**src/rtl/controle_pc_pkg.sv**
```systemverilog
// controle_pc_pkg: state encodings and state width shared by the PC sequencer
package controle_pc_pkg;
  localparam int ESTADO_W = 2;
  typedef enum logic [ESTADO_W-1:0] {
    BUSCA   = 2'd0,
    ESPERA  = 2'd1,
    EXECUTA = 2'd2,
    PARADO  = 2'd3
  } estado_t;
endpackage

```
**src/rtl/controle_pc_pilha_retorno.sv**
```systemverilog
// pilha_retorno: DEPTH x ADDR_WIDTH return-address LIFO; ports clock/reset (sync, active-low), push/pop/din in, dout/full/empty out
module pilha_retorno #(
  parameter int ADDR_WIDTH = 13,
  parameter int DEPTH = 8
) (
  input  logic                  clock,
  input  logic                  reset,
  input  logic                  push,
  input  logic                  pop,
  input  logic [ADDR_WIDTH-1:0] din,
  output logic [ADDR_WIDTH-1:0] dout,
  output logic                  full,
  output logic                  empty
);
  localparam int PW = $clog2(DEPTH + 1);
  localparam int IW = $clog2(DEPTH);
  logic [PW-1:0] sp;
  logic [ADDR_WIDTH-1:0] mem [DEPTH];
  assign full = sp == PW'(DEPTH);
  assign empty = sp == '0;
  assign dout = mem[IW'(sp - 1'b1)];
  always_ff @(posedge clock) begin
    if (!reset) sp <= '0;
    else if (push && !full) begin
      mem[IW'(sp)] <= din;
      sp <= sp + 1'b1;
    end else if (pop && !empty) sp <= sp - 1'b1;
  end
endmodule

```
**src/rtl/controle_pc.sv**
```systemverilog
// controle_pc: PC sequencer (fetch/wait/execute/halt); clock, reset (sync, active-low), imem req/ack, datapath valid/done, pc_atual/estado out; PILHA_RETORNO_EN adds chamada/retorno/erro_pilha return stack
module controle_pc
  import controle_pc_pkg::*;
#(
  parameter int ADDR_WIDTH = 13,
  parameter int DATA_WIDTH = 32,
  parameter logic [ADDR_WIDTH-1:0] RESET_ADDR = '0,
  parameter int STACK_DEPTH = 8
) (
  input  logic                  clock,
  input  logic                  reset,
  input  logic [DATA_WIDTH-1:0] imediato,
  input  logic                  mux_branch,
  input  logic                  halt,
  input  logic                  resume,
`ifdef PILHA_RETORNO_EN
  input  logic                  chamada,
  input  logic                  retorno,
  output logic                  erro_pilha,
`endif
  output logic                  mem_req,
  input  logic                  mem_ack,
  output logic                  instr_valida,
  input  logic                  exec_done,
  output logic [ADDR_WIDTH-1:0] pc_atual,
  output logic [ESTADO_W-1:0]   estado
);
  estado_t st, nx;
  logic [ADDR_WIDTH-1:0] pc_nx, pc_inc, alvo;
  logic done;
  logic unused_imediato;
  assign unused_imediato = ^imediato[DATA_WIDTH-1:ADDR_WIDTH];
  assign alvo = imediato[ADDR_WIDTH-1:0];
  assign pc_inc = pc_atual + ADDR_WIDTH'(1);
  assign done = st == EXECUTA && exec_done;
  assign estado = st;
`ifdef PILHA_RETORNO_EN
  logic push, pop, full, empty, erro_nx;
  logic [ADDR_WIDTH-1:0] topo;
  pilha_retorno #(.ADDR_WIDTH(ADDR_WIDTH), .DEPTH(STACK_DEPTH)) u_pilha (
    .clock(clock), .reset(reset), .push(push), .pop(pop),
    .din(pc_inc), .dout(topo), .full(full), .empty(empty)
  );
  assign pop = done && retorno;
  assign push = done && chamada && !retorno;
  assign erro_nx = erro_pilha || (pop && empty) || (push && full);
`endif
  always_comb begin
    nx = st;
    pc_nx = pc_atual;
    nx = st == BUSCA   ? ESPERA :
         st == ESPERA  ? (mem_ack ? EXECUTA : ESPERA) :
         st == EXECUTA ? (exec_done ? (halt ? PARADO : BUSCA) : EXECUTA) :
                         (resume ? BUSCA : PARADO);
`ifdef PILHA_RETORNO_EN
    pc_nx = !done      ? pc_atual :
            retorno    ? (empty ? pc_inc : topo) :
            chamada    ? alvo :
            mux_branch ? alvo : pc_inc;
`else
    pc_nx = !done ? pc_atual : mux_branch ? alvo : pc_inc;
`endif
  end
  always_ff @(posedge clock) begin
    if (!reset) begin
      st <= BUSCA;
      pc_atual <= RESET_ADDR;
      mem_req <= 1'b0;
      instr_valida <= 1'b0;
`ifdef PILHA_RETORNO_EN
      erro_pilha <= 1'b0;
`endif
    end else begin
      st <= nx;
      pc_atual <= pc_nx;
      mem_req <= nx == ESPERA;
      instr_valida <= st == ESPERA && mem_ack;
`ifdef PILHA_RETORNO_EN
      erro_pilha <= erro_nx;
`endif
    end
  end
endmodule

```
**config.mk**
```make
export PLATFORM = sky130hd
export DESIGN_NAME = controle_pc
export DESIGN_NICKNAME = d
export VERILOG_FILES = /design/src/rtl/controle_pc_pkg.sv /design/src/rtl/controle_pc_pilha_retorno.sv /design/src/rtl/controle_pc.sv
export SDC_FILE = /design/constraint.sdc
export NUM_CORES = 1
export LEC_CHECK = 0
export CAP_MARGIN = 20
export CORE_AREA = 2 2 55 42
export DETAILED_ROUTE_END_ITERATION = 8
export DIE_AREA = 0 0 57 44
export DONT_BUFFER_PORTS = 1
export PLACE_DENSITY = 0.72
export SLEW_MARGIN = 25
export SYNTH_ARGS = -nofsm -noshare
export SYNTH_HDL_FRONTEND = slang
export SYNTH_SLANG_ARGS = --single-unit
```
**constraint.sdc**
```tcl
create_clock -name clock -period 1.4 [get_ports clock]
set_input_delay 0.14 -clock clock [delete_from_list [all_inputs] [get_ports clock]]
set_output_delay 0.14 -clock clock [all_outputs]
set_load 0.05 [all_outputs]
```
# ---- After elaboration in Yosys (flattened, before gate mapping)
# Index checks and enable logic that the tools add are counted.
dict set report totals {
  elab_cells 19
  out_inout_bits 17
  ff_bits 17
}
dict set report op_classes {
  eq_ne 3
  muxes 8
  reduce_logical 3
  add_sub_neg 1
}
# operator n
set op_table {}
lappend op_table {{two-way mux 2 bit} 7}
lappend op_table {{adder 13 x 1 -> 13 bit, second input constant} 1}
lappend op_table {{two-way mux 13 bit} 1}
lappend op_table {{== test 2 x 1 -> 1 bit, second input constant} 2}
lappend op_table {{== test 2 bit, second input constant} 1}
lappend op_table {{logical AND 1 bit} 2}
lappend op_table {{logical NOT 2 bit} 1}

# ---- Longest topological paths before layout
# Gate-level depths: netlist of the first run.
dict set report depth {
  ltp_word 6
  mapped_depth 5
}

# ---- Worst setup path after synthesis of the first run
# OpenSTA, ideal clock, no wires.
dict set report synth_timing {
  path_type {register to register}
  from {register pc_atual[0]}
  to {register pc_atual[8]}
  path_stages_with_launch 6
  setup_slack_ps -436
  arrival_ps 1704
  setup_time_ps 133
  period_less_slack_ps 1836
  n_path_buf 0
  cell_sequence {dfxtp_1 > ha_1 > and3_4 > nand4_4 > o311ai_0 > a211oi_1}
}
dict set report synth_via {
  elab_chain_len 2
}
# element line
set synth_lines {}
lappend synth_lines {{from (decl)} controle_pc.sv:25} ;# output logic [ADDR_WIDTH-1:0] pc_atual,
lappend synth_lines {{from (signal assigned)} controle_pc.sv:75} ;# pc_atual <= pc_nx;
lappend synth_lines {{adder 13 x 1 -> 13 bit} controle_pc.sv:34} ;# assign pc_inc = pc_atual + ADDR_WIDTH'(1);
lappend synth_lines {{two-way mux 13 bit} controle_pc.sv:61} ;# pc_nx = !done ? pc_atual : mux_branch ? alvo : pc_inc;
# Every way passes these cells.
# A chain may end at the register's enable or synchronous reset.

# ---- Worst setup path after layout of the first run
dict set report layout_timing {
  from {register pc_atual[1]}
  to {register pc_atual[10]}
}
# Same word-level chain as after synthesis.

==> parameters.txt, run 1 <==
Parameter                              Value

STA
  Slew @ Worst Pin ... 0.4779 ns
  Final critical path time including I/O delays and setup ... 1.387 ns
  Final-report max-slew violation count ... 0
  Tightest slew margin relative to the limit ... 68.09%
  Final WS setup ... 0.01282 ns
  RSZ-0062 raised after global routing ... true
  Maximum operating frequency ... 720.9 MHz
  Final period util ... 99.08%
  Setup skew after layout ... 0.007685 ns
  Setup Viol. Count Final ... 0
  Number of hold violations in the final report ... 0

Synthesis
  Yosys warning total ... 0
  Leading register cell type out of synthesis ... sky130_fd_sc_hd__dfxtp_1
  Post-synthesis area per instance ... 8.287 um^2
  Syn Inst Count ... 122
  FFs w/ async S/R, synth ... 0%
  Post-synthesis net count ... 162
  Share of the yosys chip area belonging to registers ... 33.66%
  Number of register bits inferred by synthesis ... 17
  Post-synthesis cell area ... 0.001011 mm^2
  Count of flip-flops with a built-in enable after synthesis ... 0
  Number of distinct library cell variants in the gate-level netlist after synthesis ... 43

Layout
  Fraction of layout instances using a drive strength above 1 ... 36.24%
  Area of combinational cells with multiple inputs ... 634.4 um^2
  Number of nets in the final layout ... 190
  Area growth syn-to-layout ... 28.34%
  Commonest cells after routing, fill and taps aside ... 26 x sky130_fd_sc_hd__buf_4, 11 x sky130_fd_sc_hd__nor2_1, 11 x sky130_fd_sc_hd__dfxtp_2
  Layout filler cell count ... 176
  Most common cell after layout, fill and taps aside ... sky130_fd_sc_hd__buf_4
  FF+latch area ... 361.6 um^2
  Non-Filler Instances ... 173
  Ant diodes ... 0

Clock tree
  CTS Buf Count ... 3
  Number of H-tree levels ... 1
  Clock tree root driver cell ... sky130_fd_sc_hd__clkbuf_4
  Worst-skew pair later-pin latency ... 0.29 ns
  Clock slew at reported path FFs ... 0.10 ns
  CTS tree ... yes
  Number of buffers on the longest clock path ... 2
  Clock sink total ... 17

Route
  Final ANT Viol Nets ... 0
  Number of detailed-routing iterations run before antenna repair ... 4
  Number of design rule violations left after detail routing ... 0
  Mean routed wirelength per cell ... 16.06 um
  Total via count in the routed design ... 1066
  Final routed wirelength across all metal layers ... 2778 um
  DR iter-0 viols ... 75
  Number of vias per cell after detailed routing ... 6.162

Global route
  Maximum number of pins on one net before global-route repair ... 31
  Antenna violations before repair ... 0
  Wire length of the first global-routing pass ... 4519 um
  Aggregate global routing overflow ... 0
  Overall routing resource usage ... 23.64%
  Via count of the first global-routing pass ... 965

Placement
  Sum of net half-perimeters after detailed placement ... 1996 um
  Port Buffers ... 0
  Routability congestion estimate ... 0.8457
  Placement Setup Slack ... 0.01491 ns
  Placed Instances ... 163

Power
  Sum of internal, switching and leakage power ... 0.0009557 W
  Max IR drop VDD ... 543.9 uV
  Leakage dissipation ... 0.5036 nW
  Power Dens Cells ... 736.6 mW/mm^2

Hold path
  Hold path cells ... 2
  Beginning of the worst hold path ... reset
  Class of the tightest hold or removal check ... in2reg
  Endpoint with the worst hold slack ... pc_atual[4]

Worst setup path
  Critical setup path kind ... reg2reg
  Worst reg2reg setup slack ... 0.01 ns
  Worst endpoint data arrival time ... 1.62 ns
  FF-to-FF path depth ... 6
  Sort of element at the start of the critical path ... flop
  Crit path required time ... 1.63 ns
  Critical register-to-register path endpoint ... pc_atual[10]
  Origin of the critical flop-to-flop path ... pc_atual[1]
  Endpoint class of the critical path ... flop
  Highest net fanout along the worst path ... 4

Die
  Die outline area ... 0.002508 mm^2
  Floorplan die height ... 44 um
  Ports ... 56
  Core region area ... 0.001997 mm^2
  Horizontal extent of the die ... 57 um
  Num rows ... 14
  Initial standard-cell utilization of the core ... 50.63%

Flow run
  Number of violations of the max-capacitance limit ... 0

Status
  Outcome ... finished, final reports clean
==> metrics by stage <==
step                      setup TNS (ns)  hold slack (ns)  area, um^2  utilization (%)
after global routing            -0.06633         0.003760        1297            64.97
after detailed placement               0           0.2670        1205            60.34
after floorplan                 -0.02226           0.3128        1052                -
after CTS                       -0.02821         0.005741        1271            63.66
final                                  0          0.01056        1297            64.97
after global placement                 0           0.2652        1205            60.34
==> worst max-delay path by stage <==
stage / endpoint / slack [ns] / from / cells past startpoint
after floorplan: pc_atual[8] / -0.02 / pc_atual[0] / 5
after global placement: pc_atual[8] / 0.05 / pc_atual[0] / 5
after detailed placement: pc_atual[8] / 0.01 / pc_atual[1] / 5
after CTS: pc_atual[10] / -0.02 / pc_atual[0] / 6
after global routing: pc_atual[10] / -0.04 / pc_atual[0] / 6
final: pc_atual[10] / 0.01 / pc_atual[1] / 6
==> registers in the layout, summed over array words and instances (netlist names) <==
| signal | count |
|---|---|
| instr_valida | 1 |
| mem_req | 1 |
| estado | 2 |
| pc_atual | 13 |
==> layout make-up <==
type	count	area share (%)
Timing Repair Buffer	29	17.45
Multi-Input combinational cell	94	48.89
Inverter	5	1.446
Tap cell	24	2.314
Clock buffer	4	2.025
Sequential cell	17	27.87
==> cell families after synthesis <==
logic type,Yosys count,synth area share (%)
flops,17,33.66
simple gates,54,30.32
mux,4,3.961
buf+inv,11,6.806
fa+ha+maj,1,1.237
compound gates,35,24.01
==> where the power goes <==
group	internal, W	switching (W)
registers	0.000499	0.0000315
clock network	0.000111	0.000156
logic	0.0000615	0.0000964
==> routing by layer <==
| metal | up-vias | part of all wire [%] | track usage (%) |
|---|---|---|---|
| met5 | - | 0 | 0 |
| met4 | 0 | 0.65 | 6.977 |
| met3 | 2 | 9.0 | 8.358 |
| met2 | 48 | 45 | 35.17 |
| met1 | 505 | 45 | 32.48 |
| li1 | 511 | - | - |
==> critical path: stages (launching register included) <==
cell and delay, ns:
sky130_fd_sc_hd__dfxtp_4 0.37, sky130_fd_sc_hd__ha_4 0.12, sky130_fd_sc_hd__and3_4 0.22, sky130_fd_sc_hd__nand4_4 0.11, sky130_fd_sc_hd__buf_6 0.15, sky130_fd_sc_hd__o31a_2 0.28
sky130_fd_sc_hd__nor2_2 0.07
==> timing repair <==
item	in CTS	in global routing
hold buffers	1	1
endpoints found under the setup margin	1	5
hold endpoints to repair	6	1
pin swaps	3	1
gates resized for setup	0	5
setup buffers	4	0
==> cells in the mapped netlist, types with 2 or more instances <==
master                     instances  area share, %
sky130_fd_sc_hd__inv_1             5            1.9
sky130_fd_sc_hd__a31oi_1           3            1.9
sky130_fd_sc_hd__nor4_1            2            1.2
sky130_fd_sc_hd__a22oi_1           3            2.2
sky130_fd_sc_hd__or3_1             2            1.2
sky130_fd_sc_hd__mux2i_1           4            4.0
sky130_fd_sc_hd__nand4_1           3            1.9
sky130_fd_sc_hd__and2_1            2            1.2
sky130_fd_sc_hd__o21ai_0          10            5.0
sky130_fd_sc_hd__dfxtp_1          17             34
sky130_fd_sc_hd__and3_1            2            1.2
sky130_fd_sc_hd__nor2b_1           4            2.5
sky130_fd_sc_hd__nor3_1            3            1.5
sky130_fd_sc_hd__a21oi_1           3            1.5
sky130_fd_sc_hd__nor2_1           12            4.5
sky130_fd_sc_hd__nand3_1          10            5.0
sky130_fd_sc_hd__buf_6             3            3.3
sky130_fd_sc_hd__nand2_1           7            2.6
sky130_fd_sc_hd__a211oi_1          3            2.2
(Power assumes the default switching activity.)
==> run 2: changes to the inputs <==
--- a/config.mk
+++ b/config.mk
@@ -11,6 +11,7 @@
 export DIE_AREA = 0 0 57 44
 export DONT_BUFFER_PORTS = 1
 export PLACE_DENSITY = 0.72
+export RECOVER_POWER = 100
 export SLEW_MARGIN = 25
 export SYNTH_ARGS = -nofsm -noshare
 export SYNTH_HDL_FRONTEND = slang
==> parameters.txt, run 2 (synthesized netlist as in run 1, its figures left out) <==
Parameter                              Value

Global route
  Maximum number of pins on one net before global-route repair ... 31
  Antenna violations before repair ... 0
  Overall routing resource usage ... 23.64%
  Via count of the first global-routing pass ... 965
  Wire length of the first global-routing pass ... 4519 um
  Aggregate global routing overflow ... 0

Placement
  Sum of net half-perimeters after detailed placement ... 1996 um
  Routability congestion estimate ... 0.8457
  Port Buffers ... 0

Worst setup path
  FF-to-FF path depth ... 6
  Crit path required time ... 1.63 ns
  Cell family contributing the most delay on the critical path ... simple AND/OR/NAND/NOR gates
  Crit path max-delay cell type ... sky130_fd_sc_hd__dfxtp_4
  Buffer and inverter count on the worst path ... 1
  Worst endpoint data arrival time ... 1.62 ns
  Highest net fanout along the worst path ... 4
  Critical setup path kind ... reg2reg
  Longest individual stage delay on the worst path ... 0.37 ns
  Instance count on the critical path ... 6
  Sort of element at the start of the critical path ... flop
  Endpoint class of the critical path ... flop
  List of cells traversed by the critical path ... ha_4, and3_4, nand4_4, buf_6, o31a_2, nor2_2

Die
  Die outline area ... 0.002508 mm^2
  Initial standard-cell utilization of the core ... 50.63%
  Num rows ... 14
  Ports ... 56
  Horizontal extent of the die ... 57 um
  Floorplan die height ... 44 um
  Core region area ... 0.001997 mm^2

Layout
  Final core area utilization ... 64.91%
  Commonest cells after routing, fill and taps aside ... 26 x sky130_fd_sc_hd__buf_4, 11 x sky130_fd_sc_hd__nor2_1, 10 x sky130_fd_sc_hd__o21ai_0, 10 x sky130_fd_sc_hd__dfxtp_2, 9 x sky130_fd_sc_hd__nand3_1
  Ant diodes ... 0
  Number of flip-flops under the largest register name ... 13
  Most common cell after layout, fill and taps aside ... sky130_fd_sc_hd__buf_4
  Most flops, register ... pc_atual
  Fraction of layout instances using a drive strength above 1 ... 35.57%
  Area growth syn-to-layout ... 28.22%
  Number of nets in the final layout ... 190

Route
  Number of vias per cell after detailed routing ... 6.162
  DR iter-0 viols ... 75
  Mean routed wirelength per cell ... 16.06 um
  Final routed wirelength across all metal layers ... 2778 um
  Number of detailed-routing iterations run before antenna repair ... 4
  Total via count in the routed design ... 1066
  Final ANT Viol Nets ... 0
  Number of design rule violations left after detail routing ... 0

Power
  Reg power frac ... 55.5%
  Leakage dissipation ... 0.5035 nW
  Internal Pwr Total ... 0.0006708 W
  Logic gate share of total power ... 16.5%
  Switching power of the nets ... 0.0002843 W
  Max IR drop VDD ... 543.9 uV
  Power Dens Cells ... 736.8 mW/mm^2
  Sum of internal, switching and leakage power ... 0.0009551 W
  Power share of the clock group ... 28.0%
  Sw Ratio ... 29.76%

Clock tree
  CTS Buf Count ... 3
  Number of buffers on the longest clock path ... 2
  Clock sink total ... 17
  Number of H-tree levels ... 1
  Worst-skew pair later-pin latency ... 0.29 ns
  Clock tree root driver cell ... sky130_fd_sc_hd__clkbuf_4
  CTS tree ... yes
  Clock slew at reported path FFs ... 0.10 ns

STA
  Tightest slew margin relative to the limit ... 68.09%
  RSZ-0062 raised after global routing ... true
  Final critical path time including I/O delays and setup ... 1.387 ns
  Number of hold violations in the final report ... 0
  Setup skew after layout ... 0.007685 ns
  Setup Viol. Count Final ... 0
  Final-report max-slew violation count ... 0
  Maximum operating frequency ... 720.9 MHz
  Final period util ... 99.08%
  Slew @ Worst Pin ... 0.4779 ns

Hold path
  Hold path cells ... 2
  Class of the tightest hold or removal check ... in2reg

Flow run
  Number of violations of the max-capacitance limit ... 0

Status
  Outcome ... finished, final reports clean
run 2: cell count changes in the layout (fill, tap and decap cells not counted):
cell                      change
sky130_fd_sc_hd__dfxtp_2      -1
sky130_fd_sc_hd__dfxtp_1      +1
run 2: worst paths after layout:
path | startpoint | to | slack, ns
worst min register to register | pc_atual[12] | pc_atual[12] | 0.52
worst min-delay path | reset | pc_atual[4] | 0.01
worst max-delay path | pc_atual[1] | pc_atual[10] | 0.01
worst max register to register | pc_atual[1] | pc_atual[10] | 0.01
run 2: routing by layer:
metal / global-route usage (%) / share of wire (%) / up-vias
li1: - / - / 511
met5: 0 / 0 / -
met2: 35.17 / 45 / 48
met1: 32.48 / 45 / 505
met4: 6.977 / 0.65 / 0
met3: 8.358 / 9.0 / 2
run 2: final cells by class:
type	instances	area, um^2
Fill cell	175	700.7
Tap cell	24	30.03
Sequential cell	17	360.3
Clock buffer	4	26.28
Multi-Input combinational cell	94	634.4
Inverter	5	18.77
Timing Repair Buffer	29	226.5
run 2: worst register-to-register path, stage by stage, from the launching register on:
cell and delay, ns:
sky130_fd_sc_hd__dfxtp_4 0.37, sky130_fd_sc_hd__ha_4 0.12, sky130_fd_sc_hd__and3_4 0.22, sky130_fd_sc_hd__nand4_4 0.11
sky130_fd_sc_hd__buf_6 0.15, sky130_fd_sc_hd__o31a_2 0.28, sky130_fd_sc_hd__nor2_2 0.07
run 2: repair_timing:
action | in CTS | in global routing
pin swaps | 3 | 1
gates resized for setup | 0 | 5
hold buffers | 1 | 1
setup buffers | 4 | 0
endpoints found under the hold margin | 6 | 1
setup endpoints to repair | 1 | 5
run 2: metrics by stage:
stage | instances | cell area [um^2] | worst slack (ns) | hold WS (ns) | setup TNS (ns)
finish | 173 | 1296 | 0.01282 | 0.01056 | 0
global route | 173 | 1296 | -0.03582 | 0.003760 | -0.06633
CTS | 172 | 1271 | -0.01553 | 0.005741 | -0.02821
detailed placement | 163 | 1205 | 0.01491 | 0.2670 | 0
global placement | 163 | 1205 | 0.04623 | 0.2652 | 0
floorplan | 122 | 1052 | -0.02226 | 0.3128 | -0.02226
run 2: power by group through the flow:
stage	sequential, W	combinational, W	clock [W]
6_report	0.000530	0.000158	0.000267
3_5_place_dp	0.000543	0.000145	0
2_1_floorplan	0.000585	0.0000831	0
5_1_grt	0.000533	0.000171	0.000304
4_1_cts	0.000530	0.000153	0.000276
3_3_place_gp	0.000541	0.000141	0
==> run 3: changes to the inputs <==
--- a/config.mk
+++ b/config.mk
@@ -6,9 +6,9 @@
 export NUM_CORES = 1
 export LEC_CHECK = 0
 export CAP_MARGIN = 20
-export CORE_AREA = 2 2 55 42
+export CORE_AREA = 2 2 47 49
 export DETAILED_ROUTE_END_ITERATION = 8
-export DIE_AREA = 0 0 57 44
+export DIE_AREA = 0 0 49 51
 export DONT_BUFFER_PORTS = 1
 export PLACE_DENSITY = 0.72
 export RECOVER_POWER = 100
==> parameters.txt, run 3 (synthesized netlist as in run 1, its figures left out) <==
Parameter                              Value

Layout
  Commonest cells after routing, fill and taps aside ... 18 x sky130_fd_sc_hd__buf_4, 12 x sky130_fd_sc_hd__nor2_1, 10 x sky130_fd_sc_hd__o21ai_0
  Most flops, register ... pc_atual
  Area of combinational cells with multiple inputs ... 634.4 um^2
  Number of flip-flops under the largest register name ... 13
  Final instance area ... 0.001290 mm^2
  Area growth syn-to-layout ... 27.60%
  Final core area utilization ... 62.52%
  Layout filler cell count ... 195
  Fraction of layout instances using a drive strength above 1 ... 33.56%
  Number of nets in the final layout ... 187
  Ant diodes ... 0
  FF+latch area ... 366.6 um^2
  Most common cell after layout, fill and taps aside ... sky130_fd_sc_hd__buf_4

Route
  Final routed wirelength across all metal layers ... 2750 um
  Final ANT Viol Nets ... 0
  Mean routed wirelength per cell ... 15.80 um
  Number of design rule violations left after detail routing ... 0
  DR iter-0 viols ... 29
  Number of detailed-routing iterations run before antenna repair ... 5
  Total via count in the routed design ... 1077
  Number of vias per cell after detailed routing ... 6.190

Placement
  Sum of net half-perimeters after detailed placement ... 1850 um
  Port Buffers ... 0
  Routability congestion estimate ... 0.8158
  Placed Instance Area ... 0.001180 mm^2

Die
  Horizontal extent of the die ... 49 um
  Floorplan die height ... 51 um
  Die outline area ... 0.002499 mm^2
  Num rows ... 17
  Core region area ... 0.002063 mm^2
  Ports ... 56
  Initial standard-cell utilization of the core ... 49.00%

Clock tree
  Clock tree root driver cell ... sky130_fd_sc_hd__clkbuf_4
  Clock slew at reported path FFs ... 0.11 ns
  CTS tree ... yes
  Number of buffers on the longest clock path ... 2
  Clock sink total ... 17
  Number of H-tree levels ... 1
  Worst-skew pair later-pin latency ... 0.31 ns
  CTS Buf Count ... 3

STA
  Maximum operating frequency ... 717.8 MHz
  Final-report max-slew violation count ... 0
  Total Negative Setup Slacks ... 0 ns
  Number of hold violations in the final report ... 0
  Tightest slew margin relative to the limit ... 68.56%
  Tightest hold margin ... 0.009796 ns
  Final period util ... 99.51%
  Slew @ Worst Pin ... 0.4710 ns
  Setup skew after layout ... 0.007252 ns
  RSZ-0062 raised after global routing ... true
  Setup Viol. Count Final ... 0
  Final critical path time including I/O delays and setup ... 1.393 ns

Power
  Leakage dissipation ... 0.4885 nW
  Power Dens Cells ... 755.7 mW/mm^2
  Max IR drop VDD ... 612.0 uV
  Sum of internal, switching and leakage power ... 0.0009748 W

Flow run
  Number of violations of the max-capacitance limit ... 0

Worst setup path
  List of cells traversed by the critical path ... ha_4, and3_4, nand4_4, or2_0, a211oi_1
  Cell family contributing the most delay on the critical path ... simple AND/OR/NAND/NOR gates
  Buffer and inverter count on the worst path ... 0
  Endpoint class of the critical path ... flop
  Crit path required time ... 1.62 ns
  Origin of the critical flop-to-flop path ... pc_atual[0]
  Longest individual stage delay on the worst path ... 0.38 ns
  Worst endpoint data arrival time ... 1.61 ns
  Critical setup path kind ... reg2reg
  Crit path max-delay cell type ... sky130_fd_sc_hd__dfxtp_4
  Timing startpoint of the critical path ... pc_atual[0]
  Sort of element at the start of the critical path ... flop
  Highest net fanout along the worst path ... 5

Global route
  Via count of the first global-routing pass ... 984
  Antenna violations before repair ... 0
  Overall routing resource usage ... 23.47%
  Maximum number of pins on one net before global-route repair ... 31
  Wire length of the first global-routing pass ... 4505 um
  Aggregate global routing overflow ... 0

Hold path
  Beginning of the worst hold path ... mux_branch
  Class of the tightest hold or removal check ... in2reg

Status
  Outcome ... finished, final reports clean
==> run 3: changes by cell type in the layout (fill, tap and decap cells not counted), sizes merged <==
| cell | delta |
|---|---|
| buf | -7 |
| clkinv | +1 |
| dlygate4sd3 | +2 |
| clkbuf | +1 |
==> run 3: area by class of cell <==
class / count / share of cell area, %
Clock inverter: 1 / 0.3880
Clock buffer: 3 / 1.746
Multi-Input combinational cell: 94 / 49.18
Tap cell: 28 / 2.716
Sequential cell: 17 / 28.42
Inverter: 5 / 1.455
Timing Repair Buffer: 26 / 16.10
==> run 3: power breakdown <==
group          switching (W)  internal, W  leakage, nW
registers          0.0000345     0.000496        0.145
logic              0.0000943    0.0000641        0.325
clock network       0.000179     0.000107       0.0177
==> run 3: metal layers <==
metal	wire, um	GRT usage [%]	vias to the layer above
met5	0	0	-
met4	63	11.43	0
met3	142	4.094	7
met2	1346	40.18	41
met1	1196	28.60	520
li1	-	-	509
==> run 3: what timing repair did <==
item,4_1_cts,5_1_grt
resized for setup,0,6
hold buffers,4,0
hold endpoints to repair,10,0
pin swaps,0,5
endpoints found under the setup margin,1,4
setup buffers,1,2
==> run 3: worst paths after layout <==
kind | endpoint | slack, ns | cells after the start
setup / recovery | pc_atual[8] | 0.007 | 5
setup reg to reg | pc_atual[8] | 0.007 | 5
hold / removal | pc_atual[8] | 0.01 | 2
hold reg to reg | instr_valida | 0.54 | 1
==> run 3: through the flow <==
| stage | cells | setup slack (ns) |
|---|---|---|
| floorplan | 122 | -0.02226 |
| global placement | 163 | 0.05498 |
| detailed placement | 163 | 0.02810 |
| CTS | 172 | 0.009324 |
| global route | 174 | -0.05128 |
| finish | 174 | 0.006895 |
